**config.mk**
```make
export PLATFORM = sky130hd
export DESIGN_NAME = record_play_ctrl
export DESIGN_NICKNAME = d
export VERILOG_FILES = /design/src/rtl/record_play_ctrl.sv
export SDC_FILE = /design/constraint.sdc
export NUM_CORES = 1
export LEC_CHECK = 0
export CAP_MARGIN = 20
export CORE_MARGIN = 1.5
export CORE_UTILIZATION = 54
export CTS_CLUSTER_DIAMETER = 50
export DETAILED_ROUTE_END_ITERATION = 8
export PLACE_DENSITY = 0.88
export SLEW_MARGIN = 20
export SYNTH_ARGS = -nofsm -noshare
export SYNTH_HDL_FRONTEND = slang
export SYNTH_SLANG_ARGS = --single-unit
```
**constraint.sdc**
```tcl
create_clock -name i_clk -period 5.3 [get_ports i_clk]
set_input_delay 0.53 -clock i_clk [delete_from_list [all_inputs] [get_ports i_clk]]
set_output_delay 0.53 -clock i_clk [all_outputs]
set_load 0.02 [all_outputs]
```
**src/rtl/record_play_ctrl.sv**
```systemverilog
// record_play_ctrl
// Sequences record and playback between the codec stream bus and the sample
// memory. It takes one-cycle UI commands, writes incoming samples to memory
// while recording, and reads them back to the play stream while playing.
// It owns the memory word address and the recorded length.
//
// Ports:
//   i_clk, i_rst            clock, synchronous active-high reset
//   i_start_rec, i_start_play, i_pause, i_stop
//                           one-cycle command pulses (priority stop > pause > rec > play)
//   rec_data/rec_valid/rec_ready      record stream in
//   play_data/play_valid/play_ready   play stream out
//   mem_addr/mem_wdata/mem_write/mem_read/mem_rdata/mem_waitrequest
//                           Avalon-style memory master
//   o_state                 0=IDLE 1=RECORD 2=PLAY 3=PAUSE
//   o_rec_len               number of samples held in memory
//   o_done                  one-cycle pulse on auto-stop
//
// state   | meaning
// --------+-----------------------------------------------------------
// IDLE    | no activity; waiting for start_rec / start_play
// RECORD  | taking record samples and writing them at mem_addr
// PLAY    | reading mem_addr and presenting the sample on the play stream
// PAUSE   | frozen at mem_addr; pause returns to RECORD or PLAY
module record_play_ctrl #(
  parameter int ADDR_W   = 20,
  parameter int MAX_ADDR = 2**ADDR_W - 1
) (
  input  logic              i_clk,
  input  logic              i_rst,
  input  logic              i_start_rec,
  input  logic              i_start_play,
  input  logic              i_pause,
  input  logic              i_stop,
  input  logic [15:0]       rec_data,
  input  logic              rec_valid,
  output logic              rec_ready,
  output logic [15:0]       play_data,
  output logic              play_valid,
  input  logic              play_ready,
  output logic [ADDR_W-1:0] mem_addr,
  output logic [15:0]       mem_wdata,
  output logic              mem_write,
  output logic              mem_read,
  input  logic [15:0]       mem_rdata,
  input  logic              mem_waitrequest,
  output logic [1:0]        o_state,
  output logic [ADDR_W:0]   o_rec_len,
  output logic              o_done
);

  typedef enum logic [1:0] {
    S_IDLE   = 2'd0,
    S_RECORD = 2'd1,
    S_PLAY   = 2'd2,
    S_PAUSE  = 2'd3
  } state_t;

  // Encoded so that a larger value means a higher priority.
  typedef enum logic [2:0] {
    C_NONE  = 3'd0,
    C_PLAY  = 3'd1,
    C_REC   = 3'd2,
    C_PAUSE = 3'd3,
    C_STOP  = 3'd4
  } cmd_t;

  localparam logic [ADDR_W-1:0] LAST_ADDR = ADDR_W'(MAX_ADDR);
  localparam logic [ADDR_W:0]   ONE       = 1;

  state_t            state;
  cmd_t              pend;
  cmd_t              cmd_in;
  cmd_t              eff;
  logic              ret_play;
  logic              busy;
  logic              accept;
  logic [ADDR_W:0]   addr_next;

  always_comb begin
    cmd_in = C_NONE;
    if (i_stop)            cmd_in = C_STOP;
    else if (i_pause)      cmd_in = C_PAUSE;
    else if (i_start_rec)  cmd_in = C_REC;
    else if (i_start_play) cmd_in = C_PLAY;
  end

  assign eff       = (pend > cmd_in) ? pend : cmd_in;
  assign busy      = mem_write | mem_read;
  assign accept    = busy & ~mem_waitrequest;
  // One bit wider than the address so the end-of-playback compare works
  // when the whole memory has been recorded.
  assign addr_next = {1'b0, mem_addr} + ONE;

  // A pending command blocks new samples so it is applied before any new write.
  assign rec_ready = (state == S_RECORD) && !mem_write && (pend == C_NONE);
  assign o_state   = state;

  always_ff @(posedge i_clk) begin
    if (i_rst) begin
      state      <= S_IDLE;
      pend       <= C_NONE;
      ret_play   <= 1'b0;
      mem_addr   <= '0;
      mem_wdata  <= '0;
      mem_write  <= 1'b0;
      mem_read   <= 1'b0;
      play_data  <= '0;
      play_valid <= 1'b0;
      o_rec_len  <= '0;
      o_done     <= 1'b0;
    end else begin
      o_done <= 1'b0;
      if (busy) begin
        // Access in flight: hold the request, keep the strongest command.
        if (cmd_in > pend) pend <= cmd_in;
        if (accept) begin
          if (mem_write) begin
            mem_write <= 1'b0;
            o_rec_len <= addr_next;
            mem_addr  <= addr_next[ADDR_W-1:0];
            if (mem_addr == LAST_ADDR) begin
              o_done <= 1'b1;
              state  <= S_IDLE;
            end
          end else begin
            mem_read   <= 1'b0;
            play_data  <= mem_rdata;
            play_valid <= 1'b1;
          end
        end
      end else begin
        pend <= C_NONE;
        case (state)
          S_RECORD: begin
            if (rec_valid && rec_ready) begin
              mem_wdata <= rec_data;
              mem_write <= 1'b1;
              pend      <= cmd_in;
            end else if (eff == C_STOP) begin
              state <= S_IDLE;
            end else if (eff == C_PAUSE) begin
              state    <= S_PAUSE;
              ret_play <= 1'b0;
            end
          end
          S_PLAY: begin
            if (eff == C_STOP) begin
              play_valid <= 1'b0;
              state      <= S_IDLE;
            end else if (play_valid && play_ready) begin
              play_valid <= 1'b0;
              mem_addr   <= addr_next[ADDR_W-1:0];
              if (addr_next == o_rec_len) begin
                o_done <= 1'b1;
                state  <= S_IDLE;
              end else if (eff == C_PAUSE) begin
                state    <= S_PAUSE;
                ret_play <= 1'b1;
              end else begin
                mem_read <= 1'b1;
              end
            end else if (eff == C_PAUSE) begin
              // Pause waits until the presented sample has been taken.
              pend <= C_PAUSE;
            end
          end
          default: begin
            // IDLE and PAUSE share the start behaviour.
            if (state == S_PAUSE && eff == C_STOP) begin
              state <= S_IDLE;
            end else if (state == S_PAUSE && eff == C_PAUSE) begin
              if (ret_play) begin
                state    <= S_PLAY;
                mem_read <= 1'b1;
              end else begin
                state <= S_RECORD;
              end
            end else if (eff == C_REC) begin
              mem_addr  <= '0;
              o_rec_len <= '0;
              state     <= S_RECORD;
            end else if (eff == C_PLAY && o_rec_len != '0) begin
              mem_addr <= '0;
              mem_read <= 1'b1;
              state    <= S_PLAY;
            end
          end
        endcase
      end
    end
  end

endmodule

```
**After elaboration in Yosys (flattened, before gate mapping)**

Cells that the tools add are included.

- Add/subtract/negate cells: 1
- Order comparisons: 2
- Equal/unequal tests: 35
- Muxes and demuxes: 84
- Bitwise logic cells: 5
- Reduce and logical (&&, ||, !) cells: 29

Operator list:

| operator | number |
|---|---|
| 20-bit two-way mux | 9 |
| 21-bit two-way mux | 7 |
| 2-bit two-way mux | 20 |
| 20-bit one-hot mux with 2 select lines | 1 |
| 1-bit two-way mux | 38 |
| 2-bit != test, second input constant | 11 |
| 20-bit by 1-bit adder with 21-bit output, second input constant | 1 |
| 21-bit == test | 1 |
| 21-bit nonzero test | 1 |
| 20-bit == test, second input constant | 1 |
| 3-bit two-way mux | 5 |
| 3-bit != test, second input constant | 5 |
| 6-bit AND reduction | 2 |
| 11-bit AND reduction | 1 |
| 2-bit by 1-bit != test with 1-bit output, second input constant | 5 |
| 2-bit nonzero test | 5 |
| 3-bit AND reduction | 3 |
| 9-bit AND reduction | 1 |
| 4-bit by 3-bit != test with 1-bit output, second input constant | 2 |
| 8-bit AND reduction | 1 |
| 4-bit nonzero test | 2 |
| 1-bit logical AND | 7 |
| 7-bit nonzero test | 1 |
| 3-bit by 2-bit == test with 1-bit output, second input constant | 2 |
| 18 further kinds | 24 |

- Flip-flop bits (word level): 83
- Bits of input ports: 41
- Output and inout bits: 80
- Word-level logic and storage cells: 167

**Longest topological paths before layout**

- Depth in word-level cells: 14
- Gate-level depth with buffers: 14
- Mapped depth without buffers: 12

**Worst setup path after synthesis**

OpenSTA, ideal clock, no wires.

- Path kind: input port to flip-flop
- From: input port i_start_rec
- To: register mem_addr[13]
- Setup time: 0.120 ns
- Data arrival time: 3.300 ns
- Slack: 1.880 ns
- Stages on the path: 13
- Buffers on the path: 2
- Cells stage by stage: o21ai_0 > inv_1 > ha_1 > nor2b_1 > o21ba_2 > or4_1 > a21oi_1 > clkbuf_1 > nand3_1 > nand3_1 > clkbuf_1 > nor3_1 > a211o_1

- Cells in the longest elaborated chain, start to end: 11
- Elaborated cells on any way between the ends: 22

Ends and longest elaborated chain:

| item | RTL line | source |
|---|---|---|
| start: declaration | 31 | `input logic i_start_rec,` |
| 2-bit two-way mux * | 84 | `else if (i_start_rec) cmd_in = C_REC;` |
| 2-bit two-way mux * | 83 | `else if (i_pause) cmd_in = C_PAUSE;` |
| 3-bit two-way mux * | 82 | `if (i_stop) cmd_in = C_STOP;` |
| 3-bit > comparator | 88 | `assign eff = (pend > cmd_in) ? pend : cmd_in;` |
| 3-bit two-way mux * | 88 |  |
| 3-bit by 2-bit == test with 1-bit output | 179 | `end else if (eff == C_REC) begin` |
| 20-bit two-way mux | 179 |  |
| 20-bit two-way mux | 172 | `end else if (state == S_PAUSE && eff == C_PAUSE) begin` |
| 20-bit two-way mux | 170 | `if (state == S_PAUSE && eff == C_STOP) begin` |
| 20-bit one-hot mux with 2 select lines | 134 | `case (state)` |
| 20-bit two-way mux | 114 | `if (busy) begin` |
| end signal: assignment | 121 | `mem_addr <= addr_next[ADDR_W-1:0];` |
| end signal: assignment | 153 | `mem_addr <= addr_next[ADDR_W-1:0];` |
| end: declaration | 41 | `output logic [ADDR_W-1:0] mem_addr,` |

Mark *: on every way between the ends. The rest lies on a longest branch, timed or not. The select of a mux whose other input is x is not followed.
A chain may end at the register's enable or synchronous reset.

**Worst setup path in the final report**

- From: input port i_start_rec
- To: register mem_addr[7]

Same word-level chain as after synthesis.

==> results.ini <==
[status]
run_status = completed

[setup_path]
worstPathArrival_ns = 4.25
endpoint = mem_addr[7]$_SDFFE_PP0P_
start_kind = input pin
r2r-end = o_state[1]$_SDFFE_PP0P_
startpoint = i_start_rec
reg2reg_from = mem_addr[0]$_SDFFE_PP0P_
crit_type = in2reg
end_kind = flip-flop
rr_worst_depth = 9
rrSetupSlack_ns = 1.39
critPathRequiredTime_ns = 5.52
crit_path_max_fanout = 18

[final_layout]
area_growth_syn_to_layout_pct = 28.9
n_antenna_cell = 0
fin_nets = 757
final_cell_mix = clkdlybuf4s50_1, nand2_1, dfxtp_1
n_fill_cell = 714
final_common_cell = clkdlybuf4s50_1
final_cell_area_sq_um = 6230
drive_above_1_share = 0.0491

[floorplanning]
die_h_um = 97.6
dieArea_sq_um = 9530
core-area_sq_um = 8680
fp-row-count = 34
die_x_um = 97.6
initial_utilization = 0.557
ios = 121

[clock_network]
cts_resized = 0
path_clk_slew_ns = 0.09
clk_path_buf_depth = 2
postCtsSetupBuffers = 0
cts_max_level = 3
cts_tree = done
cts_root_buf = clkbuf_8
numClockSinks = 83
postCtsHoldBufs = 0
cts_buffers = 9
clk_latency_ns = 0.37

[timing]
hold_violations = 0
rsz0062_at_grt = no
worst_pin_slew_ns = 1.14
timing.final.crit_period_ns = 4.02
setup_viol = 0
post-route-period-util = 0.759
fin_setup_tns_ns = 0
max-slew-margin-rel = 0.234
skew_ns = 0.0149
fmax_mhz = 249
slew_viol_final = 0

[placed_design]
place.gp.congestion = 0.934
portBuffers = 120
placed_area_sq_um = 6010
dp_hpwl_um = 10900

[synthesis]
netlist_area_sq_um = 4830
async_reset_ff_frac = 0
syn-instance-count = 615
yosysSeqAreaShare = 0.344
syn_nets = 664
ys_types = 70
ys_seq_elements = 83
synth_warnings = 0
synth_flop_cell = dfxtp_1
synth_enable_flop_cells = 0
synth_area_per_cell_sq_um = 7.86

[worst_hold_path]
min_path_cells = 2
min_path_type = reg2reg
worstHoldStart = mem_wdata[9]$_SDFFE_PP0P_

[routing]
top_layer = met4
wl_met1_um = 6370
drt_first_pass_iters = 5
wl_per_cell_um = 18.7
wl_um = 15300
wl_met3_um = 1330
viasPerCell = 6.30
vias = 5169
dr_wl_met2_um = 7280
first_iter_violations = 541
drtAntennaViolNets = 0
drc = 0

[global_route]
grt_pass1_vias = 4657
grtUsageTotal = 0.317
antenna_found_initial = 0
grt_pass1_wl_um = 24600
overflow = 0
grt_max_degree = 64

[power_and_ir_drop]
worst_ir_drop_vdd_mv = 0.156
p_per_area_nw_per_um2 = 302
p_leak_nw = 2.19

[flow_run]
maxCapViolations = 0

worst min path at each step:
stage                                       endpoint  slack (ns)
final                      mem_wdata[9]$_SDFFE_PP0P_        0.46
after global routing       mem_wdata[7]$_SDFFE_PP0P_        0.47
after CTS                  mem_wdata[9]$_SDFFE_PP0P_        0.46
after detailed placement  play_data[14]$_SDFFE_PP0P_        0.45
after global placement    play_data[12]$_SDFFE_PP0P_        0.44
after floorplan                ret_play$_SDFFE_PP0P_        0.52
flip-flops by register name, summed over array words and instances (netlist names):
register / count
play_valid: 1
o_state: 2
mem_write: 1
play_data: 16
o_done: 1
ret_play: 1
mem_read: 1
mem_wdata: 16
mem_addr: 20
pend: 3
o_rec_len: 21
routing by layer:
layer	vias up	GRT usage
li1	2421	-
met1	2428	0.437
met2	285	0.508
met3	35	0.0496
met4	0	0.100
met5	-	0
report_power, final:
part           switching [mW]  internal [mW]
Combinational           0.459          0.238
Sequential             0.0430          0.654
Clock                   0.261          0.225
cells by family after synthesis:
kind of cell | synth area share
flops | 0.344
fa+ha+maj | 0.0207
xor+xnor | 0.0774
simple gates | 0.285
compound gates | 0.212
buf+inv | 0.0546
mux | 0.00647
layout make-up:
cell class              instances  area [sq um]  area share
multi-input cells             470          2920       0.469
repair buffers                124          1230       0.197
clock buffers                   9           124      0.0199
clock inverters                 7          87.6      0.0141
inverters                      20          75.1      0.0120
well taps                     108           135      0.0217
flip-flops and latches         83          1660       0.267
synthesized netlist by cell type (9+ instances only):
master	number	area, sq um
nand2_1	90	338
dfxtp_1	83	1660
nor2_1	54	203
a21oi_1	51	255
clkbuf_1	31	116
nand3_1	31	155
o21ai_0	25	125
xnor2_1	24	210
inv_1	20	75.1
a22oi_1	18	135
nand4_1	13	81.3
or4_1	13	97.6
nor4_1	11	68.8
and3_1	10	62.6
nor3_1	9	45.0
critical path, stage by stage:
cell and delay (ns):
clkdlybuf4s50_1 0.41, o21ai_0 0.41, inv_1 0.15, ha_1 0.31
nor2b_1 0.15, o21ba_2 0.23, o211ai_1 0.19, a21oi_1 0.11
buf_4 0.18, o21ai_0 0.19, nand3_1 0.51, o21ai_0 0.70
a31oi_1 0.16
through the flow:
step	cells	util	hold slack (ns)	setup WS, ns	total power, mW
5_1_grt	821	0.718	0.474	0.863	1.97
4_1_cts	821	0.717	0.462	1.37	1.86
6_report	821	0.718	0.461	1.28	1.88
2_1_floorplan	615	-	0.521	1.88	1.15
3_5_place_dp	805	0.693	0.450	1.02	1.38
3_3_place_gp	805	0.693	0.442	1.19	1.37
No activity file was read; power rests on OpenSTA's default activity.
